`src/rtl/video_frame_gen.sv`:
```
// Raster timing generator with a windowed pixel-source request and latency-aligned outputs.
// Define VIDEO_SCALE2X_EN to halve window offsets (each source pixel covers 2x2 screen pixels).
module video_frame_gen #(
    parameter int H_ACTIVE = 640,
    parameter int H_FP     = 16,
    parameter int H_SYNC   = 96,
    parameter int H_BP     = 48,
    parameter int V_ACTIVE = 480,
    parameter int V_FP     = 10,
    parameter int V_SYNC   = 2,
    parameter int V_BP     = 33,
    parameter int COL_MIN  = 208,
    parameter int COL_MAX  = 432,
    parameter int ROW_MIN  = 96,
    parameter int ROW_MAX  = 384,
    parameter int PIX_LAT  = 2,
    parameter int COLOR_W  = 4
) (
    input  logic                   clk,
    input  logic                   rst,
    input  logic                   pix_en,
    input  logic [3*COLOR_W-1:0]   border_color,
    input  logic [COLOR_W-1:0]     pix_r,
    input  logic [COLOR_W-1:0]     pix_g,
    input  logic [COLOR_W-1:0]     pix_b,
    output logic                   pix_req,
    output logic [9:0]             off_col,
    output logic [8:0]             off_row,
    output logic [COLOR_W-1:0]     vgaRed,
    output logic [COLOR_W-1:0]     vgaGreen,
    output logic [COLOR_W-1:0]     vgaBlue,
    output logic                   Hsync,
    output logic                   Vsync,
    output logic                   blank,
    output logic                   vblank_start,
    output logic [15:0]            frame_cnt
);

    localparam int H_TOTAL = H_ACTIVE + H_FP + H_SYNC + H_BP;
    localparam int V_TOTAL = V_ACTIVE + V_FP + V_SYNC + V_BP;
    localparam int CW = $clog2(H_TOTAL + 1);
    localparam int RW = $clog2(V_TOTAL + 1);

    localparam logic [CW-1:0] H_LAST  = CW'(H_TOTAL - 1);
    localparam logic [CW-1:0] H_ACT_C = CW'(H_ACTIVE);
    localparam logic [CW-1:0] HS_BEG  = CW'(H_ACTIVE + H_FP);
    localparam logic [CW-1:0] HS_END  = CW'(H_ACTIVE + H_FP + H_SYNC);
    localparam logic [CW-1:0] CMIN_C  = CW'(COL_MIN);
    localparam logic [CW-1:0] CMAX_C  = CW'(COL_MAX);

    localparam logic [RW-1:0] V_LAST  = RW'(V_TOTAL - 1);
    localparam logic [RW-1:0] V_ACT_C = RW'(V_ACTIVE);
    localparam logic [RW-1:0] V_PRE   = RW'(V_ACTIVE - 1);
    localparam logic [RW-1:0] VS_BEG  = RW'(V_ACTIVE + V_FP);
    localparam logic [RW-1:0] VS_END  = RW'(V_ACTIVE + V_FP + V_SYNC);
    localparam logic [RW-1:0] RMIN_C  = RW'(ROW_MIN);
    localparam logic [RW-1:0] RMAX_C  = RW'(ROW_MAX);

    // One delay-line tap; hs/vs are active-high here and inverted at the pins.
    typedef struct packed {
        logic hs;
        logic vs;
        logic bl;
        logic win;
    } tap_t;

    localparam tap_t TAP_RST = '{hs: 1'b0, vs: 1'b0, bl: 1'b1, win: 1'b0};

    logic [CW-1:0] col;
    logic [RW-1:0] row;
    logic          col_last;
    logic          row_last;
    logic          hs_raw;
    logic          vs_raw;
    logic          bl_raw;
    logic          win_raw;
    logic [CW-1:0] dcol;
    logic [RW-1:0] drow;
    tap_t          pipe [PIX_LAT];
    tap_t          tap_out;

    assign col_last = (col == H_LAST);
    assign row_last = (row == V_LAST);

    always_ff @(posedge clk or posedge rst) begin
        if (rst) begin
            col <= '0;
            row <= '0;
        end else if (pix_en) begin
            if (col_last) begin
                col <= '0;
                row <= row_last ? '0 : row + 1'b1;
            end else begin
                col <= col + 1'b1;
            end
        end
    end

    assign hs_raw  = (col >= HS_BEG) && (col < HS_END);
    assign vs_raw  = (row >= VS_BEG) && (row < VS_END);
    assign bl_raw  = (col >= H_ACT_C) || (row >= V_ACT_C);
    assign win_raw = (row >= RMIN_C) && (row < RMAX_C) &&
                     (col >= CMIN_C) && (col < CMAX_C);

    assign pix_req = win_raw;
    assign dcol    = col - CMIN_C;
    assign drow    = row - RMIN_C;

`ifdef VIDEO_SCALE2X_EN
    assign off_col = 10'(dcol >> 1);
    assign off_row = 9'(drow >> 1);
`else
    assign off_col = 10'(dcol);
    assign off_row = 9'(drow);
`endif

    // Timing flags travel alongside the pixel-source latency.
    always_ff @(posedge clk or posedge rst) begin
        if (rst) begin
            for (int i = 0; i < PIX_LAT; i++) begin
                pipe[i] <= TAP_RST;
            end
        end else if (pix_en) begin
            pipe[0] <= '{hs: hs_raw, vs: vs_raw, bl: bl_raw, win: win_raw};
            for (int i = 1; i < PIX_LAT; i++) begin
                pipe[i] <= pipe[i-1];
            end
        end
    end

    assign tap_out = pipe[PIX_LAT-1];

    always_ff @(posedge clk or posedge rst) begin
        if (rst) begin
            Hsync    <= 1'b1;
            Vsync    <= 1'b1;
            blank    <= 1'b1;
            vgaRed   <= '0;
            vgaGreen <= '0;
            vgaBlue  <= '0;
        end else if (pix_en) begin
            Hsync <= ~tap_out.hs;
            Vsync <= ~tap_out.vs;
            blank <= tap_out.bl;
            if (tap_out.bl) begin
                {vgaRed, vgaGreen, vgaBlue} <= '0;
            end else if (tap_out.win) begin
                {vgaRed, vgaGreen, vgaBlue} <= {pix_r, pix_g, pix_b};
            end else begin
                {vgaRed, vgaGreen, vgaBlue} <= border_color;
            end
        end
    end

    // Pulse lasts one clk even when pix_en ticks are sparse.
    always_ff @(posedge clk or posedge rst) begin
        if (rst) begin
            vblank_start <= 1'b0;
            frame_cnt    <= '0;
        end else begin
            vblank_start <= 1'b0;
            if (pix_en && col_last && (row == V_PRE)) begin
                vblank_start <= 1'b1;
                frame_cnt    <= frame_cnt + 16'd1;
            end
        end
    end

endmodule

```
`config.mk`:
```
export PLATFORM = sky130hd
export DESIGN_NAME = video_frame_gen
export DESIGN_NICKNAME = d
export VERILOG_FILES = /design/src/rtl/video_frame_gen.sv
export SDC_FILE = /design/constraint.sdc
export NUM_CORES = 1
export LEC_CHECK = 0
export ABC_AREA = 0
export CAP_MARGIN = 30
export CORE_MARGIN = 1.5
export CORE_UTILIZATION = 50
export DETAILED_ROUTE_END_ITERATION = 10
export GPL_TIMING_DRIVEN = 0
export PLACE_DENSITY = 0.81
export SYNTH_ARGS = -nofsm -noshare
export SYNTH_HDL_FRONTEND = slang
export SYNTH_SLANG_ARGS = --single-unit
```
`constraint.sdc`:
```
create_clock -name clk -period 2.95 [get_ports clk]
set_input_delay 0.4425 -clock clk [delete_from_list [all_inputs] [get_ports clk]]
set_output_delay 0.4425 -clock clk [all_outputs]
set_load 0.01 [all_outputs]
```
== After elaboration in Yosys (flattened, before gate mapping) ==
Cells that the tools add are included.
W data, S select, Z words.
Storage, ports and cells
  output and inout bits: 52
  register bits: 60
  latch bits: 0
  memory bits (writable): 0
  word-level logic and storage cells: 56
  bits in read-only memories: 0
  memories kept: 0
  bits of input ports: 27
Cells by class
  mux-type cells: 9
  multiply operators: 0
  eq/ne operators: 3
  shifts and indexed selects: 0
  reductions and logical operators: 9
  $add $sub $neg: 5
  divide/modulo/power cells: 0
  bitwise operators: 2
  $lt $le $gt $ge: 10
Operators with widths (count)
  $lt A10 B9 Y1 const B: 3
  $mux W4: 6
  $add A10 B1 Y10 const B: 2
  $eq A10 B10 Y1 const B: 2
  $ge A10 B10 Y1 const B: 2
  $ge A10 B9 Y1 const B: 2
  $mux W10: 2
  $add A16 B1 Y16 const B: 1
  $eq A10 B9 Y1 const B: 1
  $ge A10 B7 Y1 const B: 1
  $ge A10 B8 Y1 const B: 1
  $lt A10 B10 Y1 const B: 1
  $sub A10 B8 Y10 const B: 1
  $sub A9 B7 Y9 const B: 1
  $logic_and A1 B1 Y1: 7
  $not A1 Y1: 2
  $reduce_and A2 Y1: 1
  $logic_or A1 B1 Y1: 1
  $mux W1: 1

== Longest topological paths before layout ==
Gate-level depths: netlist (run 1).
  depth after elaboration: 4
  mapped depth: 7
  depth with buffers taken out: 6

== Worst setup path before layout (run 1) ==
Ideal clock, no wire load.
  kind: register to register
  start: register row[0]
  end: register row[3]
  required time: 2.823 ns
  data arrival time: 1.823 ns
  path buffers: 0
  setup slack: 1.001 ns
  stages on the path, launching flop included: 7
  setup time: 0.127 ns
  period minus slack after synthesis: 1.949 ns
  cell sequence: dfrtp_1 -> inv_1 -> ha_1 -> or4b_1 -> nor3_2 -> nor2_1 -> a221o_2
Between the ends
  cells in the longest elaborated chain, start to end: 2
  elaborated cells on any way between the ends: 3
  those cells by class: add/sub: 1; eq/ne: 1; mux: 1
RTL lines
  from (decl): RTL line 70  | logic [RW-1:0] row;
  from (signal assigned): RTL line 92  | row <= row_last ? '0 : row + 1'b1;
  $add A10 B1 Y10 / $eq A10 B10 Y1 (equally long branches): RTL line 92, 83
  $mux W10 *: RTL line 92
Mark *: on every way between the ends. The rest lies on a longest branch, timed or not.
A chain may end at the register's enable or synchronous reset.

== Worst setup path after layout (run 1) ==
  start: register row[0]
  end: output pix_req
Between the ends
  cells in the longest elaborated chain, start to end: 4
  elaborated cells on any way between the ends: 5
  those cells by class: order compare: 2; reduce/logical: 3
RTL lines
  $ge A10 B7 Y1 / $lt A10 B9 Y1 (equally long branches): RTL line 102  | assign win_raw = (row >= RMIN_C) && (row < RMAX_C) &&
  $logic_and A1 B1 Y1 * (2 in a row): RTL line 102
  $logic_and A1 B1 Y1 *: RTL line 103  | (col >= CMIN_C) && (col < CMAX_C);
  to (decl): RTL line 26  | output logic pix_req,
Marked as above.

==> metrics, run 1 <==
post-synthesis cell count=just over 300; die area=between 7000 and 8000 um^2; pin count of the biggest net entering global routing=36; HPWL Detailed=5090 um; flop2flop setup slack=0.69 ns; Tcrit/Tclk final=96.0%; reg-to-reg critical path startpoint=row[0]$_DFFE_PP0P_; post-synthesis simple-gate area fraction=between 10% and 20%; skew final=0.00853 ns; n_diodes=0; Peak supply drop=0.000525 V; Worst-path clk slew=about 0.070 ns; WL final=7190 um; Hold EP=Vsync$_DFFE_PP1P_; Final Util=between 60 and 70%; synth unique cells=55; root buf cell=clkbuf_8; Hold Buf Count CTS=0; commonest cells after routing, fill and taps aside=clkdlybuf4s50_1, dfrtp_1, nand2_1; final setup fails=0; placed cells=approximately 460; worst reg2reg path endpoint=row[3]$_DFFE_PP0P_; Post-Syn Nets=340; yosys warns=0; CTS Buf Count=9; Antenna Violating Nets Remaining=0; via count=2592; class of the most critical setup path=flip-flop to output port; number of global-route vias before repair=2557; row count=29; Top Ports=79; ys flop type=dfrtp_1; Avg WL per Cell=15.1 um; Skew-Pair Late Insertion Delay=0.33 ns; first-pass iteration count of the detailed router=4; number of cells upsized or downsized after cts=1; Initial Utilization=between 50% and 60%; Worst R2R Path Depth=6; routed vias/inst=5.46; Crit. End Element=output port; Compound-Gate Fraction of Synth Area=9.64%; post-CTS setup repair buffer count=0; total grt overflow=0; Pleak=1.91 nW; leading cell type in the layout, fill and taps excluded=clkdlybuf4s50_1; Post-synth EDFFs=0; IO buf count=78; initial antenna violation count=0; Max Freq=353 MHz; hold path start=pipe[2]$_DFFE_PP0P_; Die X=83.9 um; Fillers=about 520; Layout Nets=430; H-Tree Depth=3; share of flip-flops with an asynchronous set or reset=100%; Die Span Y=83.9 um; crit path max fanout=5; final hold vios=0; Mean Syn Cell Area=10.8 um^2; GRT Util Overall=21.7%; DRT iter0 DRCs=112; largest family of logic cells by synthesized area=simple AND/OR/NAND/NOR gates; Hold WC Path Type=flip-flop to flip-flop; clk buf depth=2; Area Growth Syn to Fin=34.0%; Final Wtd Congestion=0.817; Worst Path Arrival=roughly 2.4 ns; CTS tree=yes; startpoint types=flip-flop; wire length of the first global-routing pass=12300 um; adder-cell share of the synthesized area=between 3 and 4%; fin. max-slew vios=0; Slew headroom=55.2%; Synth Register Bits=60; Slew @ Worst Pin=around 0.67 ns; area of the mapped netlist=3270 um^2; sequential area share after synthesis=46.1%; WP data required=2.51 ns; Synth area leader=dfrtp_1; Max-Cap Viols=0; non-filler cells, final=around 480; Synth top area share=42.1%; mux cell area share after synthesis=7.38%; post-synthesis xor/xnor area fraction=7.23%; shortest period the worst path allows=between 2 and 3 ns; status=complete, no violations; Sink Count=60; hold path cells=1; area of the core=~6300 um^2; DRC viols=0; top cells by area, synth=dfrtp_1, xor2_1, mux2i_1; Power Density=roughly 520 nW/um^2; share of cells above drive strength 1=15.1%
[how the worst max path moves through the flow]
stage / start / end / slack, ns / cells after the start
final: row[0]$_DFFE_PP0P_ / pix_req / 0.12 / 6
after global placement: rst / row[3]$_DFFE_PP0P_ / -0.03 / 2
after detailed placement: row[0]$_DFFE_PP0P_ / pix_req / 0.33 / 6
after CTS: row[0]$_DFFE_PP0P_ / pix_req / 0.09 / 6
after floorplan: row[0]$_DFFE_PP0P_ / row[3]$_DFFE_PP0P_ / 1.00 / 6
after global routing: row[0]$_DFFE_PP0P_ / pix_req / -0.02 / 6
[synthesized netlist by cell type, types with 4 or more instances]
cell / count
ha_1: 10
o21ai_0: 12
nand2_1: 22
buf_2: 4
nand3_1: 14
xor2_1: 18
xnor2_1: 9
o2bb2ai_1: 13
mux2i_1: 14
mux2_2: 9
nor4_1: 8
nand4_1: 4
inv_1: 13
dfstp_2: 5
dfrtp_1: 55
nor3_1: 6
buf_4: 9
nor2_1: 14
clkbuf_1: 6
[cell families (layout without fill, tap and decap cells)]
kind of cell | Yosys count | after routing
flops | 60 | 60
mux | 23 | 23
fa+ha+maj | 10 | 10
xor+xnor | 27 | 27
compound gates | 43 | 43
buf+inv | 40 | 135
simple gates | 100 | 100
[metal layers]
layer / routed length, um / up-vias / global-route usage (%)
li1: - / 1264 / -
met1: 3320 / 1247 / 29.8
met2: 3390 / 71 / 33.1
met3: 381 / 10 / 5.64
met4: 102 / 0 / 8.20
met5: 0 / - / 0
[stage by stage]
| step | setup slack [ns] | TNS (ns) | area, um^2 | hold slack, ns | power, W |
|---|---|---|---|---|---|
| after CTS | 0.0866 | 0 | 4380 | 0.419 | 0.00229 |
| final | 0.118 | 0 | 4380 | 0.417 | 0.00228 |
| after floorplan | 1.00 | 0 | 3270 | 0.387 | 0.00126 |
| after global placement | -0.0330 | -1.64 | 4150 | 0.398 | 0.00150 |
| after detailed placement | 0.329 | 0 | 4170 | 0.410 | 0.00152 |
| after global routing | -0.0197 | -0.0197 | 4380 | 0.446 | 0.00239 |
[flip-flops by register name (all words and copies together) (netlist names), 4 cells and up]
name       flops
vgaBlue        4
frame_cnt     16
pipe           8
col           10
vgaGreen       4
vgaRed         4
row           10
[power breakdown]
part           internal, W  switching, W  leakage, nW
clock network     0.000434      0.000332        0.102
logic             0.000300      0.000235         1.02
registers         0.000894     0.0000822        0.781
total              0.00163      0.000649         1.91
[worst max-delay path, cell delays in order, from the launching register on]
cell	delay, ns
dfrtp_1	0.42
inv_1	0.15
ha_1	0.19
nor4b_2	0.22
nand3b_1	0.14
a221oi_2	0.34
clkdlybuf4s50_1	0.60
[cell type report]
cell class              instances  area (um^2)  share of cell area, %
clock buffers                  12          155                   3.54
inverters                      14         52.6                   1.20
clock inverters                 4         47.5                   1.08
repair buffers                 79          801                   18.3
multi-input cells             203         1550                   35.5
well taps                      77         96.3                   2.20
plain buffers                  26          169                   3.85
flip-flops and latches         60         1510                   34.4
Power figures use the tool's default switching activity.
==> inputs of run 2 (changes only) <==
--- a/config.mk
+++ b/config.mk
@@ -5,7 +5,6 @@
 export SDC_FILE = /design/constraint.sdc
 export NUM_CORES = 1
 export LEC_CHECK = 0
-export ABC_AREA = 0
 export CAP_MARGIN = 30
 export CORE_MARGIN = 1.5
 export CORE_UTILIZATION = 50
==> results of run 2 <==
Final layout, timing and power as in run 1 (identical DEF).
==> inputs of run 3 (changes only) <==
--- a/config.mk
+++ b/config.mk
@@ -7,10 +7,12 @@
 export LEC_CHECK = 0
 export CAP_MARGIN = 30
 export CORE_MARGIN = 1.5
-export CORE_UTILIZATION = 50
+export CORE_UTILIZATION = 54
+export CTS_BUF_LIST = sky130_fd_sc_hd__clkbuf_16
+export CTS_CLUSTER_SIZE = 30
 export DETAILED_ROUTE_END_ITERATION = 10
 export GPL_TIMING_DRIVEN = 0
-export PLACE_DENSITY = 0.81
+export PLACE_DENSITY = 0.86
 export SYNTH_ARGS = -nofsm -noshare
 export SYNTH_HDL_FRONTEND = slang
 export SYNTH_SLANG_ARGS = --single-unit
==> metrics, run 3 (synthesis gave the netlist of run 1 again) <==
status=complete, no violations; Worst-path clk slew=0.05 ns; n_diodes=0; CP max stage cell=dfrtp_1; root buf cell=clkbuf_16; Top Ports=79; crit path max fanout=5; startpoint types=flip-flop; WP data required=2.51 ns; Peak supply drop=0.000387 V; pin count of the biggest net entering global routing=37; crit path capture=pix_req; Skew-Pair Late Insertion Delay=around 0.33 ns; CTS tree=yes; fin. max-slew vios=0; Worst Path Arrival=2.08 ns; class of the most critical setup path=flip-flop to output port; clk buf depth=2; leading registers by flop count=frame_cnt x16, col x10, row x10; commonest cells after routing, fill and taps aside=clkdlybuf4s50_1, dfrtp_1, nand2_1; Hold Buf Count CTS=0; Hold WC Path Type=flip-flop to flip-flop; Layout Nets=431; total grt overflow=0; wire length of the first global-routing pass=12500 um; DRC viols=0; Power Density=578 nW/um^2; Tcrit/Tclk final=85.4%; HPWL Detailed=approximately 5300 um; max reg flops=16; routed vias/inst=5.78; CP Launch Point=row[0]$_DFFE_PP0P_; Antenna Violating Nets Remaining=0; worst-path cell chain=inv_1 -> ha_1 -> nor4b_1 -> nand3b_1 -> a221oi_2 -> dlymetal6s2s_1; crit-path max cell delay=0.43 ns; GRT Util Overall=25.3%; DRT iter0 DRCs=159; Final Wtd Congestion=~0.91; initial antenna violation count=0; IO buf count=78; TNS Setup=0 ns; Crit. End Element=output port; Sink Count=60; WL final=7840 um; Avg WL per Cell=16.5 um; first-pass iteration count of the detailed router=4; Pleak=1.98 nW; row count=28; die area=6530 um^2; Top reg by flops=frame_cnt; Max-Cap Viols=0; Slew headroom=between 50% and 60%; via count=2741; leading cell type in the layout, fill and taps excluded=clkdlybuf4s50_1; Die X=80.8 um; share of cells above drive strength 1=14.5%; Slew @ Worst Pin=0.735 ns; unrepaired setup endpoints after global routing=no; H-Tree Depth=3; reg-to-reg critical path startpoint=row[0]$_DFFE_PP0P_; Max Freq=397 MHz; Worst R2R Path Depth=6; final hold vios=0; number of global-route vias before repair=around 2700; area of the core=5890 um^2; Initial Utilization=between 50% and 60%; final setup fails=0; flop2flop setup slack=0.66 ns; Area Growth Syn to Fin=37.3%; Die Span Y=80.8 um; overall power=0.00260 W; CTS Buf Count=9; worst reg2reg path endpoint=row[3]$_DFFE_PP0P_; shortest period the worst path allows=2.52 ns; skew final=~0.0069 ns
==> run 3: how the worst min path moves through the flow <==
stage                                    to  slack (ns)                 from  depth (start not counted)
after global routing      Hsync$_DFFE_PP1P_        0.44  pipe[3]$_DFFE_PP0P_                          1
after CTS                 Hsync$_DFFE_PP1P_        0.43  pipe[3]$_DFFE_PP0P_                          1
after detailed placement  Vsync$_DFFE_PP1P_        0.42  pipe[2]$_DFFE_PP0P_                          1
final                     Hsync$_DFFE_PP1P_        0.42  pipe[3]$_DFFE_PP0P_                          1
after global placement    Hsync$_DFFE_PP1P_        0.40  pipe[3]$_DFFE_PP0P_                          1
after floorplan           Hsync$_DFFE_PP1P_        0.39  pipe[3]$_DFFE_PP0P_                          1
==> run 3: per-stage QoR <==
step / worst slack (ns) / hold WS, ns / std cells / utilization, % / instance area, um^2
floorplan: 1.00 / 0.387 / 303 / - / 3270
global placement: 0.00756 / 0.402 / 456 / 70.4 / 4150
detailed placement: 0.297 / 0.415 / 457 / 70.8 / 4170
CTS: 0.0425 / 0.431 / 473 / 76.1 / 4480
global route: 0.355 / 0.440 / 474 / 76.3 / 4490
finish: 0.431 / 0.422 / 474 / 76.3 / 4490
==> run 3: timing repair <==
item / in CTS / in global routing
endpoints found under the setup margin: 1 / 1
resized for setup: 1 / 1
pin swaps: 0 / 1
setup buffers: 0 / 1
==> run 3: metal layers <==
layer | track usage [%] | part of all wire (%) | vias up
li1 | - | - | 1274
met1 | 31.3 | 42 | 1346
met2 | 42.7 | 50 | 106
met3 | 4.72 | 5.2 | 15
met4 | 12.1 | 2.2 | 0
met5 | 0 | 0 | -
==> run 3: power breakdown <==
group | switching, W | internal [W] | total (W) | leakage (nW)
Combinational | 0.000235 | 0.000298 | 0.000534 | 1.04
Sequential | 0.0000853 | 0.000896 | 0.000981 | 0.781
Clock | 0.000356 | 0.000727 | 0.00108 | 0.155
==> run 3: area by class of cell <==
class / count / area, um^2
sequential: 60 / 1510
timing repair buffer: 80 / 811
multi-input combinational: 203 / 1550
fill: 396 / 1400
clock buffer: 9 / 225
clock inverter: 7 / 83.8
inverter: 14 / 52.6
tap: 75 / 93.8
buffer: 26 / 169
==> run 3: worst max-delay path: cells and delay by family, from the launching register on <==
family | cells | cell delay, ns
compound gates | 1 | 0.33
simple gates | 2 | 0.44
fa+ha+maj | 1 | 0.19
flops | 1 | 0.43
buf+inv | 2 | 0.37
